### src/rtl/lb_line_writer_if.sv
// Source-stream and line-buffer write bus for lb_line_writer.
// master = the line writer, slave = its environment (pixel source / line-buffer read side).
interface lb_line_writer_if;
    logic [15:0] SRC_DATA;
    logic        SRC_VALID;
    logic        SRC_READY;
    logic        LINE_REQ;
    logic [7:0]  LINE_NUM;
    logic [9:0]  LB_WR_ADDR;
    logic [15:0] LB_WR_DATA;
    logic        LB_WR_N;

    modport master (
        input  SRC_DATA, SRC_VALID,
        output SRC_READY, LINE_REQ, LINE_NUM, LB_WR_ADDR, LB_WR_DATA, LB_WR_N
    );

    modport slave (
        output SRC_DATA, SRC_VALID,
        input  SRC_READY, LINE_REQ, LINE_NUM, LB_WR_ADDR, LB_WR_DATA, LB_WR_N
    );
endinterface

### src/rtl/lb_line_writer.sv
// Write side of the VGA ping-pong line buffer: on every edge of VgaLineCount[1] it
// requests the next source line and streams LINE_PIXELS pixels into the idle bank.
module lb_line_writer #(
    parameter int LINE_PIXELS = 640,
    parameter int WR_BASE     = 0
) (
    input  logic                 CLK,
    input  logic                 RST_N,
    input  logic [8:0]           VgaLineCount,
    lb_line_writer_if.master     bus,
    output logic                 BUSY,
    output logic                 OVERRUN,
    input  logic                 OVR_CLR
);

    typedef enum logic [1:0] {
        IDLE = 2'd0,
        REQ  = 2'd1,
        FILL = 2'd2
    } state_t;

    localparam logic [9:0] LAST_IDX  = 10'(LINE_PIXELS - 1);
    localparam logic [9:0] BASE_ADDR = 10'(WR_BASE);

    state_t      state_q, state_d;
    logic        lc1_q, lc1_d;
    logic        line_req_q, line_req_d;
    logic [7:0]  line_num_q, line_num_d;
    logic [9:0]  pix_cnt_q, pix_cnt_d;
    logic [9:0]  wr_addr_q, wr_addr_d;
    logic [15:0] wr_data_q, wr_data_d;
    logic        wr_n_q, wr_n_d;
    logic        overrun_q, overrun_d;

    logic        tog;
    logic        accept;
    logic        last_accept;
    logic        start_req;

    // Only line pairs matter, so bit 0 of the line count is deliberately ignored.
    logic        unused_lsb;
    assign unused_lsb = VgaLineCount[0];

    always_comb begin
        tog         = VgaLineCount[1] ^ lc1_q;
        accept      = (state_q == FILL) && bus.SRC_VALID;
        last_accept = accept && (pix_cnt_q == LAST_IDX);
        start_req   = 1'b0;

        state_d    = state_q;
        lc1_d      = VgaLineCount[1];
        line_req_d = 1'b0;
        line_num_d = line_num_q;
        pix_cnt_d  = pix_cnt_q;
        wr_addr_d  = wr_addr_q;
        wr_data_d  = wr_data_q;
        wr_n_d     = 1'b1;
        overrun_d  = OVR_CLR ? 1'b0 : overrun_q;

        // An accepted pixel is always written, even when a new line pre-empts this one.
        if (accept) begin
            wr_addr_d = BASE_ADDR + pix_cnt_q;
            wr_data_d = bus.SRC_DATA;
            wr_n_d    = 1'b0;
            pix_cnt_d = pix_cnt_q + 10'd1;
        end

        case (state_q)
            IDLE: begin
                if (tog) start_req = 1'b1;
            end
            REQ: begin
                if (tog) begin
                    start_req = 1'b1;
                    overrun_d = 1'b1;
                end else begin
                    state_d = FILL;
                end
            end
            FILL: begin
                // A toggle landing on the final accept is a clean hand-over, not an overrun.
                if (tog) begin
                    start_req = 1'b1;
                    if (!last_accept) overrun_d = 1'b1;
                end else if (last_accept) begin
                    state_d = IDLE;
                end
            end
            default: state_d = IDLE;
        endcase

        if (start_req) begin
            state_d    = REQ;
            line_req_d = 1'b1;
            line_num_d = VgaLineCount[8:1] + 8'd1;
            pix_cnt_d  = 10'd0;
        end
    end

    always_ff @(posedge CLK or negedge RST_N) begin
        if (!RST_N) begin
            state_q    <= IDLE;
            lc1_q      <= 1'b0;
            line_req_q <= 1'b0;
            line_num_q <= 8'd0;
            pix_cnt_q  <= 10'd0;
            wr_addr_q  <= 10'd0;
            wr_data_q  <= 16'd0;
            wr_n_q     <= 1'b1;
            overrun_q  <= 1'b0;
        end else begin
            state_q    <= state_d;
            lc1_q      <= lc1_d;
            line_req_q <= line_req_d;
            line_num_q <= line_num_d;
            pix_cnt_q  <= pix_cnt_d;
            wr_addr_q  <= wr_addr_d;
            wr_data_q  <= wr_data_d;
            wr_n_q     <= wr_n_d;
            overrun_q  <= overrun_d;
        end
    end

    // Ready and busy come straight from state so an asynchronous reset drops them at once.
    assign bus.SRC_READY  = (state_q == FILL);
    assign BUSY           = (state_q != IDLE);
    assign bus.LINE_REQ   = line_req_q;
    assign bus.LINE_NUM   = line_num_q;
    assign bus.LB_WR_ADDR = wr_addr_q;
    assign bus.LB_WR_DATA = wr_data_q;
    assign bus.LB_WR_N    = wr_n_q;
    assign OVERRUN        = overrun_q;

endmodule
### src/flat_wrapper.sv
// flat-port wrapper written by rule: the top's interface ports become plain ports
module lb_line_writer_flat 
#(
    parameter int LINE_PIXELS = 640,
    parameter int WR_BASE     = 0
)
  (CLK, RST_N, VgaLineCount, BUSY, OVERRUN, OVR_CLR, bus_SRC_DATA, bus_SRC_VALID, bus_SRC_READY, bus_LINE_REQ, bus_LINE_NUM, bus_LB_WR_ADDR, bus_LB_WR_DATA, bus_LB_WR_N);
  lb_line_writer_if bus_i ();
  input  logic CLK;
  input  logic RST_N;
  input  logic [8:0] VgaLineCount;
  output logic BUSY;
  output logic OVERRUN;
  input  logic OVR_CLR;
  input wire logic [$bits(bus_i.SRC_DATA)-1:0] bus_SRC_DATA;
  input wire logic [$bits(bus_i.SRC_VALID)-1:0] bus_SRC_VALID;
  output wire logic [$bits(bus_i.SRC_READY)-1:0] bus_SRC_READY;
  output wire logic [$bits(bus_i.LINE_REQ)-1:0] bus_LINE_REQ;
  output wire logic [$bits(bus_i.LINE_NUM)-1:0] bus_LINE_NUM;
  output wire logic [$bits(bus_i.LB_WR_ADDR)-1:0] bus_LB_WR_ADDR;
  output wire logic [$bits(bus_i.LB_WR_DATA)-1:0] bus_LB_WR_DATA;
  output wire logic [$bits(bus_i.LB_WR_N)-1:0] bus_LB_WR_N;
  assign bus_i.SRC_DATA = bus_SRC_DATA;
  assign bus_i.SRC_VALID = bus_SRC_VALID;
  assign bus_SRC_READY = bus_i.SRC_READY;
  assign bus_LINE_REQ = bus_i.LINE_REQ;
  assign bus_LINE_NUM = bus_i.LINE_NUM;
  assign bus_LB_WR_ADDR = bus_i.LB_WR_ADDR;
  assign bus_LB_WR_DATA = bus_i.LB_WR_DATA;
  assign bus_LB_WR_N = bus_i.LB_WR_N;
  lb_line_writer #(.LINE_PIXELS(LINE_PIXELS), .WR_BASE(WR_BASE)) u_core (.CLK(CLK), .RST_N(RST_N), .VgaLineCount(VgaLineCount), .bus(bus_i), .BUSY(BUSY), .OVERRUN(OVERRUN), .OVR_CLR(OVR_CLR));
endmodule
### config.mk
export PLATFORM = sky130hd
export DESIGN_NAME = lb_line_writer_flat
export DESIGN_NICKNAME = d
export VERILOG_FILES = /design/src/rtl/lb_line_writer_if.sv /design/src/rtl/lb_line_writer.sv /design/src/flat_wrapper.sv
export SDC_FILE = /design/constraint.sdc
export NUM_CORES = 1
export LEC_CHECK = 0
export ABC_AREA = 0
export BUFFER_PORTS_ARGS = -buffer_cell sky130_fd_sc_hd__buf_2
export CAP_MARGIN = 40
export CORE_MARGIN = 2
export CORE_UTILIZATION = 25
export DETAILED_ROUTE_END_ITERATION = 10
export GPL_ROUTABILITY_DRIVEN = 0
export HOLD_SLACK_MARGIN = 0.08
export PLACE_DENSITY_LB_ADDON = 0.1
export SLEW_MARGIN = 20
export SYNTH_ARGS = -nofsm -noshare
export SYNTH_HDL_FRONTEND = slang
export SYNTH_SLANG_ARGS = --single-unit
### constraint.sdc
create_clock -name CLK -period 1.85 [get_ports CLK]
set_input_delay 0.2775 -clock CLK [delete_from_list [all_inputs] [get_ports CLK]]
set_output_delay 0.2775 -clock CLK [all_outputs]
set_load 0.02 [all_outputs]
Word-level counts from Yosys, hierarchy flattened --
Index checks and enable logic that the tools add are counted. W data, S select, Z words.
Word-level totals: bits in registers 50, latch bits 0, bits in writable memories 0, memory bits (read-only) 0, input port bits 29, output and inout bits 39, logic and storage cells 42, memories 0
Cells by class: add/subtract/negate cells 2, multiply operators 0, divide/modulo/power cells 0, $lt $le $gt $ge 0, equality and inequality tests 7, shifts and indexed selects 0, mux-type cells 16, bitwise gates (word level) 1, reduce and logical (&&, ||, !) cells 7
Operator list (number):
- $mux W10 | 2
- $add A10 B1 Y10 const B | 1
- $eq A10 B10 Y1 const B | 1
- $add A8 B1 Y8 const B | 1
- $mux W1 | 8
- $mux W2 | 4
- $ne A3 B3 Y1 const B | 2
- $pmux W2 S3 | 1
- $reduce_and A4 Y1 | 1
- $reduce_bool A2 Y1 | 2
- $ne A3 B1 Y1 const B | 1
- $reduce_or A3 Y1 | 1
- $eq A2 B1 Y1 const B | 1
- $eq A2 B2 Y1 const B | 1
- $logic_and A1 B1 Y1 | 2
- $logic_not A2 Y1 | 1
- $ne A2 B1 Y1 const B | 1
- $pmux W1 S2 | 1
- $xor A1 B1 Y1 | 1

Logic depth before layout (Yosys ltp) --
Gate-level depths: netlist of run 1.
depth in word-level cells 7, mapped depth 7, depth with buffers taken out 6

Worst setup path after synthesis of run 1 --
No wires, ideal clock.
kind register to register, start reg u_core.state_q[0], end reg u_core.state_q[1], setup time 83 ps, arrival 2113 ps, slack -346 ps, stages on the path, launching flop included 8, period minus slack after synthesis 2196 ps, cells stage by stage dfrtp_1 inv_1 ha_1 buf_2 nand3_1 or4_4 a2111o_1 o21ai_0
On the way: word-level cells in the longest chain between the ends 5, elaborated cells between the ends (all ways) 14, those cells by class eq/ne (6); mux (3); reduce/logical (5)
RTL lines:
- start, declared | line lb_line_writer.sv:25 | state_t state_q, state_d;
- start signal, assigned | line lb_line_writer.sv:112 | state_q <= state_d;
- $eq A2 B2 Y1 *
- net bus_SRC_READY | line flat_wrapper.sv:17 | output wire logic [$bits(bus_i.SRC_READY)-1:0] bus_SRC_READY;
- $reduce_or A3 Y1 (no source line) / $logic_and A1 B1 Y1 (equally long branches)
- $mux W1 / $logic_and A1 B1 Y1 (equally long branches)
- $ne A3 B3 Y1 (no source line) (tied with other cells)
- $reduce_and A4 Y1 (no source line)
The timed path passes the listed nets; every way through them passes the cells marked *. A chain may end at the register's enable or synchronous reset.

Worst setup path after layout of run 1 --
start reg u_core.pix_cnt_q[7], end reg u_core.state_q[1]
On the way: word-level cells in the longest chain between the ends 4
RTL lines:
- start, declared | line lb_line_writer.sv:29 | logic [9:0] pix_cnt_q, pix_cnt_d;
- start signal, assigned | line lb_line_writer.sv:116 | pix_cnt_q <= pix_cnt_d;
- $eq A10 B10 Y1 | line lb_line_writer.sv:47 | last_accept = accept && (pix_cnt_q == LAST_IDX);
- $logic_and A1 B1 Y1 | line lb_line_writer.sv:47
- $ne A3 B1 Y1 (no source line)
- $reduce_and A4 Y1 (no source line)
Every way passes these cells.

==> results list, run 1 <==
- Setup violations remaining at the end of the flow were counted as 0.
- The via count of the first global-routing pass is ~1600.
- Counting distinct cell types in the post-synthesis netlist gives 29.
- In this run the vertical extent of the chip is 96.4 um.
- Flop pwr share: 0.431
- Measured in cells, the most critical reg-to-reg path has a length of 4.
- Seq. cell area: between 0.001 and 0.0015 mm2
- Required time reported for the critical path endpoint: approximately 2.1 ns
- The core region is 0.00826 mm2.
- Buffers from clock root to sink, at most: 2
* Setup TNS: 0 ns
- Master cell of the clock root buffer: sky130_fd_sc_hd__clkbuf_8
* Pin slew with the least headroom to its limit: 0.370 ns
- Routed vias: 1566
- Path type of the worst setup path: flop to flop
- The share of synthesized area in the top cell type comes to 0.575.
- The initial antenna violation count is 0.
- Startpoint of the worst setup timing path: u_core.pix_cnt_q[7]$_DFFE_PN0P_
- Switching power: approximately 1.3 mW
- Summing all multi-input logic gate instances after layout gives 852 um2.
* Data arrival time of the critical path: ~2.0 ns
* Synth Instances: approximately 180
- Dividing the final minimum period by the clock period gives 0.965.
- 68 I/O pins were placed.
- Fraction of synthesis flops using an asynchronous set or reset pin: 1.00
- Post-layout min period: approximately 1.8 ns
- The net count of the finished layout is between 200 and 300.
* Setup repair after global routing missed its margin: false
- The number of pins exceeding their max-slew limit in the final report came to 0.
* Number of cells in the design after placement: between 300 and 400
* FF-to-FF setup slack: approximately 0.065 ns
- Power per standard cell area: about 1200 mW/mm2
* Clock tree from TritonCTS: done
- Yosys printed 0 warnings.
* Post-synthesis sequential area ratio: 0.587
- Once detail routing completed, the nets flagged for antenna violations numbered 0.
- Clock sink count: 50
* Wire length of the first global-routing pass: roughly 7.5 mm
- The library cell used most frequently in the layout, excluding fill and tap cells, is sky130_fd_sc_hd__buf_2.
- Detailed placement ended at an HPWL of between 3 and 4 mm.
- Avg WL per Cell: 12.4 um
* Post-Synthesis Cell Area: 0.00213 mm2
- Static timing analysis puts the maximum clock frequency at between 500 and 600 MHz.
* Post-route core utilization: 0.343
- Overall overflow remaining after global route: 0
- Area growth syn-to-layout: 32.8%
* Total of max-cap violations: 0
- Internal power comes to around 2.2 mW.
- Of the cells placed in the final design, the portion with a size suffix greater than 1 is 0.449.
* Number of CTS-inserted buffers: 5
- The worst pin sits at a relative slew slack of 0.753.
- Critical path endpoint category: flop
* Mean instance size in the synthesized netlist: 11.9 um2
* Cell type contributing the most total cell area after synthesis: sky130_fd_sc_hd__dfrtp_1
* Post-cts repair resize count: 0
* Endpoint of the most critical register-to-register path: u_core.state_q[1]$_DFFE_PN0P_
- Capture point of the worst path: u_core.state_q[1]$_DFFE_PN0P_
* Most frequent cells in the layout: sky130_fd_sc_hd__buf_2, sky130_fd_sc_hd__dfrtp_1, sky130_fd_sc_hd__mux2_2
* Run status: completed
- Worst Clk Skew: approximately 0.011 ns
* DRC violations left: 0
* Overall power after layout: 3.49 mW
- Part of the total power dissipated in combinational logic: 0.385
* Clock share of power: 0.183
- The die covers 0.00929 mm2.
- For this design the static power due to leakage is roughly 1.4 nW.
* Detailed-router iteration count before antenna repair: 5
* Synth area leaders: sky130_fd_sc_hd__dfrtp_1, sky130_fd_sc_hd__mux2_2, sky130_fd_sc_hd__xnor2_1, sky130_fd_sc_hd__ha_1, sky130_fd_sc_hd__nor2_1
* Insertion delay to the later sink of the worst-skew pair: 0.30 ns
- Largest vdd supply drop: around 0.51 mV
* Routed via count divided by cell count: ~4.3
- Across every metal layer, demand over resource in global routing totals 0.105.
- Clock-pin slew was measured on the worst setup and hold paths at roughly 0.10 ns.
- Leaving out filler cells and counting taps, the final layout contains 368.
- CP max FO: 3
- Kind of path behind the tightest hold check: primary input to flop
- Maximum number of pins on one net before global-route repair: between 50 and 60
- Wirelength, routed: 4.57 mm
* CTS H-Tree Depth: 2
- The layout has approximately 850 filler cells.
- Number of nets produced by synthesis: 214
- First-iteration detailed-routing DRC count: 30
- Initial core utilization: 0.258
- Total inserted antenna cells: 0
- Die width: about 96 um
* Source of the worst register-to-register timing path: u_core.pix_cnt_q[7]$_DFFE_PN0P_
- After floorplanning, the core was divided into 33 placement rows.
* Post-synthesis sequential element count: 50
* Nature of the critical path startpoint: flop
- Port Buffer Count: between 60 and 70
- In the synthesized netlist the dominant register cell turns out to be sky130_fd_sc_hd__dfrtp_1.
- Final hold vios: 0
* Number of enable-type register cells in the synthesized netlist: 0
* Sw Share: 0.367
layout make-up:
class / count / share of cell area
flip-flops and latches: 50 / 0.442
multi-input cells: 115 / 0.301
repair buffers: 83 / 0.171
well taps: 105 / 0.0464
clock buffers: 6 / 0.0256
inverters: 7 / 0.00927
clock inverters: 2 / 0.00486
worst max-delay path, stage by stage, from the launching register on:
cell                       delay [ns]
sky130_fd_sc_hd__dfrtp_1         0.38
sky130_fd_sc_hd__or3b_1          0.37
sky130_fd_sc_hd__or4_4           0.51
sky130_fd_sc_hd__a2111o_1        0.38
sky130_fd_sc_hd__o21ai_0         0.07
cells by family (layout without fill, tap and decap cells):
| logic type | Yosys count | count (layout) | synth area share |
|---|---|---|---|
| mux | 24 | 24 | 0.127 |
| fa+ha+maj | 6 | 6 | 0.0352 |
| buf+inv | 14 | 98 | 0.0252 |
| simple gates | 49 | 49 | 0.110 |
| flops | 50 | 50 | 0.587 |
| compound gates | 22 | 22 | 0.0587 |
| xor+xnor | 14 | 14 | 0.0575 |
synthesized netlist by cell type (2+ instances only):
cell                       number
sky130_fd_sc_hd__inv_1          7
sky130_fd_sc_hd__o21ai_0        7
sky130_fd_sc_hd__xor2_1         5
sky130_fd_sc_hd__ha_1           6
sky130_fd_sc_hd__mux2_2        24
sky130_fd_sc_hd__nor2_1        16
sky130_fd_sc_hd__nand3_1        7
sky130_fd_sc_hd__nor3_1         6
sky130_fd_sc_hd__a21oi_1       11
sky130_fd_sc_hd__dfrtp_1       49
sky130_fd_sc_hd__xnor2_1        9
sky130_fd_sc_hd__nand2_1       10
sky130_fd_sc_hd__clkbuf_1       3
sky130_fd_sc_hd__buf_1          3
sky130_fd_sc_hd__or3_1          2
registers in the layout (all words and copies together), names as in the netlist:
name                   cells
u_core.bus.LB_WR_DATA     16
u_core.state_q             2
u_core.bus.LINE_NUM        8
u_core.OVERRUN             1
u_core.lc1_q               1
u_core.bus.LINE_REQ        1
u_core.pix_cnt_q          10
u_core.bus.LB_WR_N         1
u_core.bus.LB_WR_ADDR     10
metrics by stage:
stage / instance area (um2) / hold slack (ns) / setup WS, ns
final: 2830 / 0.149 / 0.0647
after global placement: 2720 / 0.299 / 0.0220
after global routing: 2830 / 0.140 / 0.00935
after CTS: 2820 / 0.140 / 0.0112
after detailed placement: 2720 / 0.297 / 0.00438
after floorplan: 2160 / -0.0181 / -0.0533
power by group through the flow:
| stage | combinational, mW | clock, mW | sequential (mW) |
|---|---|---|---|
| 2_1_floorplan | 0.512 | 0 | 1.87 |
| 6_report | 1.34 | 0.640 | 1.50 |
| 3_5_place_dp | 1.35 | 0 | 1.53 |
| 4_1_cts | 1.35 | 0.682 | 1.51 |
| 3_3_place_gp | 1.34 | 0 | 1.52 |
| 5_1_grt | 1.48 | 0.724 | 1.54 |
per-layer routing:
metal	up-vias	GRT usage	share of wire
met1	740	0.134	0.45
met5	-	0	0
met3	4	0.0295	0.065
met4	0	0.0352	0.0096
li1	779	-	-
met2	43	0.173	0.47
repair_timing:
action	CTS	global route
gates cloned	0	0
hold buffers	1	0
endpoints found under the hold margin	49	0
buffers inserted	0	2
pin swaps	1	1
endpoints found under the setup margin	1	1
worst min-delay path by stage:
stage,startpoint,to,slack (ns),depth (start not counted)
finish,VgaLineCount[1],u_core.lc1_q$_DFF_PN0_,0.15,1
CTS,VgaLineCount[1],u_core.lc1_q$_DFF_PN0_,0.14,1
floorplan,RST_N,u_core.OVERRUN$_DFF_PN0_,-0.02,0
detailed placement,RST_N,u_core.bus.LINE_REQ$_DFF_PN0_,0.30,2
global route,VgaLineCount[1],u_core.lc1_q$_DFF_PN0_,0.14,1
global placement,RST_N,u_core.bus.LINE_REQ$_DFF_PN0_,0.30,2
Note: power is estimated with default switching activity, not from simulation.
==> inputs of run 2 (changes only) <==
Settings changed: CORE_UTILIZATION 25 to 40, REMOVE_ABC_BUFFERS set to 1.
==> run 2 against run 1 <==
  * Sequential share of layout area grew 1.3 points
  * Clock power shrank 3.3%
  * Critical path depth stayed put
  * Count of clock-buffer cells in the layout did not move
  * Clock skew down 0.0044 ns
  * Utilization increased by 19 points
  * Largest power group unchanged
==> results list, run 2 (synthesized netlist as in run 1, its figures left out) <==
- Run status: completed
- Across all setup checks in the final design, the least slack found is ~0.069 ns.
- Die width: approximately 77 um
* Number of flip-flops in the largest register: 16
* Routed vias: 1531
- For this run the aggregate overflow at the end of global routing stands at 0.
* Tot GR Track Use: 0.148
- Final hold vios: 0
- The clock reaches the later pin of the worst-skew pair after 0.30 ns.
- Power per standard cell area: approximately 1200 mW/mm2
- Count of nets left with antenna violations after detail routing: 0
- Summed over all nets, the half-perimeter wirelength after detailed placement is 2.87 mm.
- Total of max-cap violations: 0
- In the routed design, unresolved DRC markers number 0.
- Number of placement rows: 26
* Routed via count divided by cell count: around 4.6
* Setup TNS: 0 ns
- In this run the deepest clock path goes through 2 buffers.
- Dividing the detail-routed wire length by the instance count gives around 12 um.
- Port Buffer Count: 66
* Hold Worst Slack: ~0.15 ns
- Post-route core utilization: 0.536
- Compared with the post-synthesis result, the final layout area differs by 29.0%.
- Maximum number of pins on one net before global-route repair: 32
* Wirelength, routed: 3.92 mm
* Master cell of the clock root buffer: sky130_fd_sc_hd__clkbuf_8
* Pin slew with the least headroom to its limit: around 0.56 ns
* Die Y: ~77 um
- The min-delay analysis places its worst path in the category primary input to flop.
- Clock-pin slew was measured on the worst setup and hold paths at roughly 0.090 ns.
* Fill cell count: around 500
* Most frequent cells in the layout: sky130_fd_sc_hd__buf_2, sky130_fd_sc_hd__dfrtp_1, sky130_fd_sc_hd__mux2_2
- Static Leak: approximately 1.4 nW
- For this configuration, the core starts out at a cell density of 0.415.
- CP max FO: 3
- In the finished design, the share of the clock period the worst path needs comes to 0.963.
- Nature of the critical path startpoint: flop
- The number of pins exceeding their max-slew limit in the final report was 0.
* CTS H-Tree Depth: 2
- The first routing iteration left between 40 and 50 violations.
- After routing the design area is 0.00275 mm2.
* Required time reported for the critical path endpoint: 2.08 ns
- The critical path is of the flop to flop type.
* Setup violators final: 0
- Critical path endpoint category: flop
- Counting the buffers created by CTS gives 5.
* Wire length of the first global-routing pass: 7.02 mm
* Worst Clk Skew: just under 0.007 ns
* Antenna violations before repair: 0
- The library cell used most frequently in the layout, excluding fill and tap cells, is sky130_fd_sc_hd__buf_2.
- Cell area reported after detailed placement: approximately 0.0026 mm2
* Total inserted antenna cells: 0
- Share of cells above drive strength 1: 0.437
* Worst slew margin relative to its limit: 0.625
- Post-layout min period: approximately 1.8 ns
* Fmax: 561 MHz
- Total Nets Final: 295
- Detailed-router iteration count before antenna repair: 3
* Core Region: between 0.005 and 0.006 mm2
* Data arrival time of the critical path: 2.01 ns
* Clock sink count: 50
* Via count of the first global-routing pass: 1525
- The multi-input combinational cells in the finished layout cover a total of approximately 830 um2.
* Largest vdd supply drop: between 0.7 and 0.8 mV
- The floorplan step defined a die boundary enclosing ~0.0059 mm2.
- DP Worst Slack: 0.00973 ns
- 68 I/O pins were placed.
* Seq. cell area: between 0.001 and 0.0015 mm2
* Clock tree from TritonCTS: done
run 2: final cells by class:
cell class	instances	share of cell area
clock buffers	6	0.0264
clock inverters	2	0.00500
inverters	7	0.00955
multi-input cells	115	0.301
flip-flops and latches	50	0.455
well taps	70	0.0318
repair buffers	81	0.171
run 2: worst paths after layout:
check | start | endpoint | slack [ns] | depth (start not counted)
setup / recovery | u_core.pix_cnt_q[8]$_DFFE_PN0P_ | u_core.state_q[1]$_DFFE_PN0P_ | 0.07 | 4
hold / removal | VgaLineCount[1] | u_core.lc1_q$_DFF_PN0_ | 0.15 | 1
setup reg to reg | u_core.pix_cnt_q[8]$_DFFE_PN0P_ | u_core.state_q[1]$_DFFE_PN0P_ | 0.07 | 4
hold reg to reg | u_core.bus.LB_WR_ADDR[8]$_DFFE_PN0N_ | u_core.bus.LB_WR_ADDR[8]$_DFFE_PN0N_ | 0.48 | 2
max in group asynchronous | RST_N | u_core.pix_cnt_q[4]$_DFFE_PN0P_ | 0.81 | 3
min in group asynchronous | RST_N | u_core.bus.LB_WR_DATA[13]$_DFFE_PN0N_ | 0.50 | 2
run 2: per-stage QoR:
stage                     total power, mW  cells
after detailed placement             2.83    320
after global placement               2.81    320
after floorplan                      2.33    172
after CTS                            3.47    329
after global routing                 3.66    331
final                                3.41    331
run 2: timing repair:
item / CTS / global route
pin swaps: 1 / 3
setup endpoints to repair: 1 / 1
gates resized for setup: 0 / 1
hold endpoints to repair: 22 / 0
hold buffers: 1 / 0
buffers inserted: 0 / 2
run 2: power by group:
part           switching, mW  internal (mW)  total [mW]  leakage, nW
clock network          0.352          0.267       0.619       0.0452
logic                  0.749          0.541        1.29        0.680
registers              0.132           1.37        1.51        0.634
total                   1.23           2.18        3.41         1.36
run 2: layer usage:
| metal | share of wire | vias up | track usage |
|---|---|---|---|
| met2 | 0.48 | 34 | 0.240 |
| li1 | - | 771 | - |
| met5 | 0 | - | 0 |
| met3 | 0.048 | 5 | 0.0435 |
| met4 | 0.018 | 0 | 0.0589 |
| met1 | 0.45 | 721 | 0.187 |
run 2: worst max-delay path, cell delays in order (launching register included):
cell and delay, ns:
sky130_fd_sc_hd__dfrtp_1 0.38, sky130_fd_sc_hd__or3b_1 0.39, sky130_fd_sc_hd__or4_4 0.51, sky130_fd_sc_hd__a2111o_1 0.37, sky130_fd_sc_hd__o21ai_0 0.07
==> inputs of run 3 (changes only) <==
Settings changed: CTS_BUF_LIST set to sky130_fd_sc_hd__clkbuf_8.
==> run 3 against run 2 <==
  * Largest cell class unchanged
  * First-iteration DRC count stayed put
  * Cell area unchanged
  * Highest routed layer unchanged
  * Utilization is the same
  * Non-clock buffer count unchanged
  * Die area is the same
  * Maximum frequency is the same
  * Clock power shrank 0.8%
  * Via count did not move
  * Setup slack is the same
==> results list, run 3 (synthesized netlist as in run 1, its figures left out) <==
- Entering global routing, the biggest net connects 32 pins.
* CTS H-Tree Depth: 2
* Number of stages on the worst hold path: 1
- Static Leak: 1.36 nW
* Antenna violations before repair: 0
* Worst slew margin relative to its limit: 0.625
- Worst Clk Skew: between 0.007 and 0.008 ns
* Most common cell after layout, fill and taps aside: sky130_fd_sc_hd__buf_2
- The filler cells instantiated in the layout total a little under 500.
* Number of placement rows: 26
* Avg WL per Cell: around 12 um
- At the pin with the least slew margin, the transition time is approximately 0.56 ns.
- After clock tree synthesis, the clock-pin slew on the worst setup and hold paths is 0.09 ns.
* Source of the worst register-to-register timing path: u_core.pix_cnt_q[8]$_DFFE_PN0P_
- Count of non-filler cells in the finished layout: 331
- Master cell of the clock root buffer: sky130_fd_sc_hd__clkbuf_8
- In this run the count of I/O pins placed on the die edge is 68.
- DP Worst Slack: about 0.0097 ns
- For the worst setup path, the data arrival time is around 2 ns.
- Clock latency on the worst-skew pair, taken at its later pin, is ~0.30 ns.
- The worst-case IR drop observed on VDD is slightly above 0.7 mV.
- Min-delay src: VgaLineCount[1]
* Port Buffer Count: 66
* Overall overflow remaining after global route: 0
- Post-layout min period: roughly 1.8 ns
- Nature of the critical path startpoint: flop
* Count of nets left with antenna violations after detail routing: 0
* Die Y: slightly below 80 um
- The slowest stage of the critical path belongs to the cell sky130_fd_sc_hd__or4_4.
- After the last flow step, the layout net total stands at just under 300.
* Total half-perimeter wirelength after legalization and detailed placement: about 2.9 mm
- FF-to-FF setup slack: around 0.069 ns
* Run status: completed
* Required time reported for the critical path endpoint: about 2.1 ns
* Final hold vios: 0
- Total inserted antenna cells: 0
- Setup violators final: 0
- The worst register-to-register path ends at u_core.state_q[1]$_DFFE_PN0P_.
- The via count of the first global-routing pass was 1525.
- On the worst path, the slowest cell contributes a delay of 0.51 ns.
- Max Transition Viols Final: 0
- Routed vias: 1531
* Area growth syn-to-layout: 29.0%
- Die width: between 70 and 80 um
- DRC violations left: 0
- The critical path is of the flop to flop type.
* Wire length of the first global-routing pass: ~7.0 mm
- Final clock period utilization by the worst path: 0.963
* Share of cells above drive strength 1: 0.437
- After the first detailed-routing iteration, the DRC count stood at 47.
* Number of cells in the design after placement: 320
* Worst hold path endpoint: u_core.lc1_q$_DFF_PN0_
- The worst path meets setup with roughly 0.069 ns of slack.
* Setup TNS: 0 ns
* Buffers from clock root to sink, at most: 2
- Clock tree from TritonCTS: done
* Number of cells on the worst reg-to-reg path: 4
- Wirelength, routed: 3.92 mm
- Number of flip-flops in the largest register: 16
* Kind of path behind the tightest hold check: primary input to flop
- The signal on the critical path passes through or3b_1 -> or4_4 -> a2111o_1 -> o21ai_0.
- Tot GR Track Use: 0.148
- Core Region: 0.00514 mm2
- Along the worst path, the maximum fanout reaches 3.
* Initial core utilization: 0.415
- Derived from the worst setup path, the maximum achievable clock frequency is 561 MHz.
- Measured on the finished design, the core utilization comes to 0.536.
- Most frequent cells in the layout: sky130_fd_sc_hd__buf_2, sky130_fd_sc_hd__dfrtp_1, sky130_fd_sc_hd__mux2_2
* Hold Worst Slack: between 0.15 and 0.2 ns
- Total of max-cap violations: 0
- Detailed-router iteration count before antenna repair: 3
- Die area: between 0.005 and 0.006 mm2
- STA classifies the critical path endpoint as a flop.
- For this design, the sink count on the clock tree is 50.
* Power per standard cell area: 1240 mW/mm2
* Routed via count divided by cell count: between 4 and 5
- Counting both buffers and inverters, the worst setup path holds a total of 0.
* Cell family with most CP delay: simple AND/OR/NAND/NOR gates
* Number of CTS-inserted buffers: 5
run 3: changes by cell type in the layout (fill, tap and decap cells not counted):
cell	previous run	this run
sky130_fd_sc_hd__clkbuf_1	1	0
sky130_fd_sc_hd__inv_1	7	8
run 3: cell type report:
type                            count  area, um2  share of cell area
Clock buffer                        5       68.8              0.0250
Inverter                            7       26.3             0.00955
Clock inverter                      3       17.5             0.00636
Multi-Input combinational cell    115        830               0.301
Tap cell                           70       87.6              0.0318
Timing Repair Buffer               81        470               0.171
Sequential cell                    50       1250               0.455
run 3: worst max-delay path by stage:
stage / startpoint / to / slack (ns) / cells past startpoint
2_1_floorplan: u_core.state_q[0]$_DFFE_PN0P_ / u_core.pix_cnt_q[3]$_DFFE_PN0P_ / -0.35 / 5
3_3_place_gp: u_core.pix_cnt_q[7]$_DFFE_PN0P_ / u_core.state_q[1]$_DFFE_PN0P_ / 0.007 / 4
3_5_place_dp: u_core.pix_cnt_q[7]$_DFFE_PN0P_ / u_core.state_q[1]$_DFFE_PN0P_ / 0.01 / 4
4_1_cts: u_core.state_q[0]$_DFFE_PN0P_ / u_core.state_q[1]$_DFFE_PN0P_ / 0.06 / 6
5_1_grt: u_core.pix_cnt_q[8]$_DFFE_PN0P_ / u_core.state_q[1]$_DFFE_PN0P_ / -0.005 / 4
6_report: u_core.pix_cnt_q[8]$_DFFE_PN0P_ / u_core.state_q[1]$_DFFE_PN0P_ / 0.07 / 4
run 3: per-layer routing:
layer  GRT usage  up-vias  part of all wire
li1            -      771                 -
met1       0.187      721              0.45
met2       0.240       34              0.48
met3      0.0435        5             0.048
met4      0.0589        0             0.018
met5           0        -                 0
run 3: what timing repair did:
item / in CTS / in global routing
cloned: 0 / 0
hold buffers: 1 / 0
hold endpoints to repair: 22 / 0
setup endpoints to repair: 1 / 1
buffers inserted: 0 / 2
pin swaps: 1 / 3
resized for setup: 0 / 1
run 3: report_power, final:
part | internal (mW) | leakage [nW] | switching (mW)
Sequential | 1.37 | 0.634 | 0.132
Combinational | 0.541 | 0.680 | 0.749
Clock | 0.262 | 0.0493 | 0.352
Total | 2.18 | 1.36 | 1.23
run 3: worst reg2reg max path, cell delays in order, from the launching register on:
cell and delay (ns):
sky130_fd_sc_hd__dfrtp_1 0.38, sky130_fd_sc_hd__or3b_1 0.39, sky130_fd_sc_hd__or4_4 0.51, sky130_fd_sc_hd__a2111o_1 0.37
sky130_fd_sc_hd__o21ai_0 0.07
run 3: through the flow:
| stage | area, um2 | power, mW |
|---|---|---|
| after CTS | 2740 | 3.46 |
| after detailed placement | 2640 | 2.83 |
| after global routing | 2750 | 3.65 |
| after global placement | 2640 | 2.81 |
| final | 2750 | 3.41 |
| after floorplan | 2110 | 2.33 |
